### config.mk
export PLATFORM = sky130hd
export DESIGN_NAME = crf_loader
export DESIGN_NICKNAME = d
export VERILOG_FILES = /design/src/rtl/crf_loader.sv
export SDC_FILE = /design/constraint.sdc
export NUM_CORES = 1
export LEC_CHECK = 0
export ABC_AREA = 0
export CAP_MARGIN = 10
export CORE_MARGIN = 2
export CORE_UTILIZATION = 54
export CTS_CLUSTER_DIAMETER = 80
export DETAILED_ROUTE_END_ITERATION = 7
export MAX_ROUTING_LAYER = met4
export PLACE_DENSITY = 0.85
export SLEW_MARGIN = 25
export SYNTH_ARGS = -nofsm -noshare
export SYNTH_HDL_FRONTEND = slang
export SYNTH_SLANG_ARGS = --single-unit
### constraint.sdc
create_clock -name Clk -period 9.9 [get_ports Clk]
set_input_delay 0.99 -clock Clk [delete_from_list [all_inputs] [get_ports Clk]]
set_output_delay 0.99 -clock Clk [all_outputs]
set_load 0.01 [all_outputs]
### src/rtl/crf_loader.sv
// crf_loader: assembles pairs of 32-bit config words into 64-bit CRF entries.
module crf_loader #(
  parameter int WRITE_AWIDTH = 4,
  parameter int WRITE_DWIDTH = 64,
  parameter int IN_DWIDTH    = 32,
  parameter int NUM_REGS     = 16
) (
  input  logic                    Clk,
  input  logic                    Reset,
  input  logic                    Start,
  input  logic                    Clear,
  input  logic                    In_Valid,
  input  logic [IN_DWIDTH-1:0]    In_Data,
  output logic                    In_Ready,
  output logic                    Write_En,
  output logic [WRITE_AWIDTH-1:0] Write_Addr,
  output logic [WRITE_DWIDTH-1:0] In_Const,
  output logic                    Busy,
  output logic                    Done,
  output logic                    Error
);
  typedef enum logic [2:0] {IDLE, HDR, HI, LO, WR, DONE, ERR} state_t;
  state_t state, state_nx;
  logic [IN_DWIDTH-1:0] hi_reg;
  logic [WRITE_AWIDTH-1:0] addr;
  logic [4:0] remaining;
  logic [5:0] hdr_end;
  logic hdr_ok, xfer;
  assign xfer     = In_Valid && In_Ready;
  assign hdr_end  = {2'b0, In_Data[3:0]} + {1'b0, In_Data[8:4]};
  assign hdr_ok   = In_Data[8:4] != 5'd0 && In_Data[8:4] <= 5'(NUM_REGS) && hdr_end <= 6'(NUM_REGS);
  assign In_Ready = state == HDR || state == HI || state == LO;
  assign Busy     = state != IDLE;
  assign Done     = state == DONE;
  assign Error    = state == ERR;
  always_comb begin
    state_nx = state;
    case (state)
      IDLE:    state_nx = Start ? HDR : IDLE;
      HDR:     state_nx = xfer ? (hdr_ok ? HI : ERR) : HDR;
      HI:      state_nx = xfer ? LO : HI;
      LO:      state_nx = xfer ? WR : LO;
      WR:      state_nx = remaining == 5'd1 ? DONE : HI;
      default: state_nx = IDLE;
    endcase
    if (Clear) state_nx = IDLE;
  end
  always_ff @(posedge Clk or posedge Reset) begin
    if (Reset) begin
      state      <= IDLE;
      hi_reg     <= '0;
      addr       <= '0;
      remaining  <= '0;
      Write_En   <= 1'b0;
      Write_Addr <= '0;
      In_Const   <= '0;
    end else begin
      state    <= state_nx;
      Write_En <= state == LO && state_nx == WR;
      if (state == HDR && state_nx == HI) begin
        addr      <= In_Data[WRITE_AWIDTH-1:0];
        remaining <= In_Data[8:4];
      end
      if (state == HI && state_nx == LO) hi_reg <= In_Data;
      if (state == LO && state_nx == WR) begin
        In_Const   <= {hi_reg, In_Data};
        Write_Addr <= addr;
      end
      if (state == WR) begin
        addr      <= addr + 1'b1;
        remaining <= remaining - 5'd1;
      end
    end
  end
endmodule

Yosys cells after proc, flatten, opt, wreduce, memory -nomap -nowiden:

Cells that the tools add are included.

* register bits: 113
* word-level logic and storage cells: 46

* add/subtract/negate cells: 3
* $lt $le $gt $ge: 2
* eq/ne operators: 10
* muxes and demuxes: 12
* reduce and logical (&&, ||, !) cells: 12

Operators by type and width (count)
* 3-bit two-way mux: 5
* 3-bit one-hot mux with 5 select lines: 1
* 3-bit by 2-bit equality test with 1-bit output, second input constant: 4
* 3-bit equality test, second input constant: 4
* 5-bit two-way mux: 2
* 4-bit two-way mux: 2
* 4-bit by 5-bit adder with 6-bit output: 1
* 6-bit by 5-bit less-or-equal comparator with 1-bit output, second input constant: 1
* 1-bit logical AND: 6
* 5-bit by 1-bit equality test with 1-bit output, second input constant: 1
* 5-bit less-or-equal comparator, second input constant: 1
* 5-bit nonzero test: 1
* 5-bit by 1-bit subtractor with 5-bit output, second input constant: 1
* 4-bit by 1-bit adder with 4-bit output, second input constant: 1
* 3-bit by 1-bit equality test with 1-bit output, second input constant: 1
* 3-bit zero test: 1
* 3-bit nonzero test: 1
* 1-bit logical OR: 2
* 1-bit two-way mux: 2
* 2-bit nonzero test: 1

Longest topological paths before layout:

* depth in word-level cells: 11
* mapped depth: 9
* mapped depth without buffers: 8

Worst setup path before layout:

Ideal clock, no wire load.

* path type: input to register
* start point: input port In_Data[0]
* end point: register addr[3]
* data arrival time: 2826 ps
* required time: 9777 ps
* path slack: 6951 ps
* stages on the path: 8
* buffers on the path: 1
* cell sequence: ha_1 fa_1 xor2_1 a2111oi_2 a211o_2 nand4_4 buf_6 o221a_1

* word-level cells in the longest chain between the ends: 10

RTL lines
* from (decl): line 13 `input logic [IN_DWIDTH-1:0] In_Data,`
* 4-bit by 5-bit adder with 6-bit output: line 30 `assign hdr_end = {2'b0, In_Data[3:0]} + {1'b0, In_Data[8:4]};`
* 6-bit by 5-bit less-or-equal comparator with 1-bit output: line 31 `assign hdr_ok = In_Data[8:4] != 5'd0 && In_Data[8:4] <= 5'(NUM_REGS) && hdr_end <= 6'(NUM_REGS);`
* 1-bit logical AND: line 31
* 3-bit two-way mux (2 in series): line 40 `HDR: state_nx = xfer ? (hdr_ok ? HI : ERR) : HDR;`
* 3-bit one-hot mux with 5 select lines: line 38 `case (state)`
* 3-bit two-way mux: line 46 `if (Clear) state_nx = IDLE;`
* 3-bit by 2-bit equality test with 1-bit output: line 60 `if (state == HDR && state_nx == HI) begin`
* 1-bit logical AND: line 60
* 2-bit nonzero test (no line)
* to (signal assigned): line 61 `addr <= In_Data[WRITE_AWIDTH-1:0];`
* to (signal assigned): line 70 `addr <= addr + 1'b1;`
* to (decl): line 25 `logic [WRITE_AWIDTH-1:0] addr;`

No other way between the ends.
A chain may end at the register's enable or synchronous reset.

Worst setup path in the final report:

* start point: input port In_Data[0]
* end point: register addr[0]

* word-level cells in the longest chain between the ends: 10

RTL lines (line)
* 4-bit by 5-bit adder with 6-bit output: 30
* 6-bit by 5-bit less-or-equal comparator with 1-bit output: 31
* 1-bit logical AND: 31
* 3-bit two-way mux (2 in series): 40
* 3-bit one-hot mux with 5 select lines: 38
* 3-bit two-way mux: 46
* 3-bit by 2-bit equality test with 1-bit output: 60
* 1-bit logical AND: 60
* 2-bit nonzero test (no line)

Several ways; a longest one is shown, not always the timed one. The select of a mux whose other input is x is not followed.

==> reports/qor.csv <==
metric,value,unit
synth.area.top_cells,"dfrtp_1 60%, mux2_2 22%, ha_1 1.9%, a21oi_1 1.3%, mux2i_1 1.3%",
p_int,1.26,mW
p_leak,3.00,nW
avgSynthCellArea,14.1,um^2
antenna_cells,0,
synth_edf_count,0,
cts_tree,yes,
ys.flop_type,dfrtp_1,
regArea,2830,um^2
clock_power_share,34.6,%
die_h,97.5,um
area_growth,37.7,%
p_comb_share,24.5,%
place_hpwl,6720,um
row_count,34,
largest_reg_flops,64,
grt_pass1_wl,16800,um
cp.arrival,3680,ps
netlist_area,4720,um^2
cts_resized,0,
ys_seq_elements,113,
fin_crit_sh,32.9,%
insertion_delay,500,ps
hold_viol,0,
swShare,26.8,%
first_global_vias,3342,
max-vdd-ir-drop,156,uV
drc,0,
initial_core_util,55.0,%
final_util,75.6,%
gr-usage-all-layers,23.1,%
placed_cell_area,5910,um^2
fin_skew,7.56,ps
start_kind,input pin,
antenna_found_initial,0,
ys_warn_count,0,
final_net_count,497,
ys_seq_area_share,59.9,%
share_seq_of_total_power,40.9,%
cts_max_level,4,
firstDrtPassIters,4,
fmax,0.307,GHz
fin_crit,3260,ps
coreArea,8590,um^2
drv_slew,0,
die-area,9510,um^2
async_flop_share,100,%
crit_path_end_kind,flip-flop,
path_clk_slew,60,ps
required,10320,ps
die_x,97.5,um
drt_iter0_markers,94,
postCtsSetupBuffers,0,
port_buffers,109,
via_per_inst,5.50,
setup_viol,0,
synth_top_cell_area_share,59.9,%
tightest_slew,740,ps
pin_count,110,
synth.net_count,380,
vias,3150,
grt_max_degree,77,
rsz0062_at_grt,no,
cts_sinks,113,
ant_nets,0,
fillCellCount,565,
overflow,0,
hold_class,reg -> reg,
fin_tns_setup,0,ps
numCtsBuffers,17,
yosysUniqueCellTypes,41,
multiInputGateArea,1790,um^2
cts_hold_buf,0,
crit_fanout,15,
status,"complete, no violations",
wire_per_inst,17.6,um
slew_headroom,50.3,%
yosysTopAreaCell,dfrtp_1,
drt-total-wl,10100,um
drv_cap,0,
p_sw,462,uW
cts-root-buf,clkbuf_8,
final_layout_size_suffix_gt1_share,29.5,%
critical_path_class,in -> reg,
synthCells,335,
place.gp.congestion,0.856,
fin_area,6500,um^2
cts_buffer_depth,2,
p_per_area,265,nW/um^2
[per-stage QoR]
step | hold WS [ps] | instances | power [mW] | worst slack [ps]
6_report | 483 | 573 | 1.72 | 6640
3_5_place_dp | 475 | 541 | 1.13 | 6210
4_1_cts | 488 | 573 | 1.74 | 6690
2_1_floorplan | 454 | 335 | 0.908 | 5920
5_1_grt | 516 | 573 | 1.81 | 6540
3_3_place_gp | 464 | 540 | 1.11 | 6340
[cells in the final DEF (no fill, tap or decap), types with 5 or more instances in the layout]
master | netlist | routed
ha_1 | 7 | 7
clkbuf_16 | 0 | 16
clkinv_2 | 0 | 5
a21oi_1 | 12 | 12
nand2_1 | 8 | 7
nor2_1 | 16 | 16
o21ai_0 | 7 | 7
mux2i_1 | 6 | 6
nand3_1 | 8 | 8
dfrtp_1 | 113 | 113
inv_1 | 10 | 9
clkdlybuf4s50_1 | 0 | 109
mux2_2 | 94 | 94
[synthesized netlist by cell type (3+ instances only)]
library cell / count
a21oi_1: 12
buf_2: 6
clkbuf_1: 7
dfrtp_1: 113
ha_1: 7
inv_1: 10
mux2_1: 3
mux2_2: 94
mux2i_1: 6
nand2_1: 8
nand3_1: 8
nand3b_1: 3
nor2_1: 16
nor3_1: 3
o21ai_0: 7
[path summary, 6_finish.rpt]
path | start | to | slack (ps) | cells after the start
setup / recovery | In_Data[0] | addr[0]$_DFFE_PP0P_ | 6640 | 9
hold / removal | In_Const[4]$_DFFE_PP0P_ | In_Const[4]$_DFFE_PP0P_ | 480 | 2
setup reg to reg | state[2]$_DFF_PP0_ | In_Const[33]$_DFFE_PP0P_ | 7340 | 5
hold reg to reg | In_Const[4]$_DFFE_PP0P_ | In_Const[4]$_DFFE_PP0P_ | 480 | 2
max in group asynchronous | Reset | Write_Addr[1]$_DFFE_PP0P_ | 8010 | 3
min in group asynchronous | Reset | hi_reg[26]$_DFFE_PP0P_ | 850 | 2
[kinds of logic after synthesis]
logic type / count (synthesis) / synth area share, %
flops: 113 / 59.9
mux: 103 / 24.4
simple gates: 48 / 5.33
compound gates: 37 / 5.46
buf+inv: 25 / 2.46
fa+ha+maj: 8 / 2.28
xor+xnor: 1 / 0.186
[worst max-delay path, stage by stage]
cell             delay [ps]
clkdlybuf4s50_1         490
ha_1                    290
fa_1                    420
xor2_1                  180
a2111oi_2               380
a211o_2                 240
nand4_4                 230
o211ai_1                270
a21boi_0                200
[power groups by stage]
stage | logic [mW] | registers [mW] | clock network (mW)
after floorplan | 0.184 | 0.723 | 0
after detailed placement | 0.423 | 0.712 | 0
after global placement | 0.408 | 0.699 | 0
after global routing | 0.456 | 0.727 | 0.626
final | 0.422 | 0.706 | 0.596
after CTS | 0.428 | 0.707 | 0.605
[layer usage]
layer / share of wire [%] / vias to the layer above / track usage, %
li1: - / 1440 / -
met2: 50 / 114 / 35.4
met3: 6.0 / 23 / 7.27
met1: 42 / 1573 / 29.0
met5: 0 / - / -
met4: 2.2 / 0 / 8.87
[cell type report]
class	instances	share of cell area [%]
flip-flops and latches	113	43.5
multi-input cells	197	27.5
repair buffers	113	17.3
clock buffers	18	6.43
clock inverters	14	2.54
well taps	108	2.08
inverters	10	0.616
(Power assumes the default switching activity.)
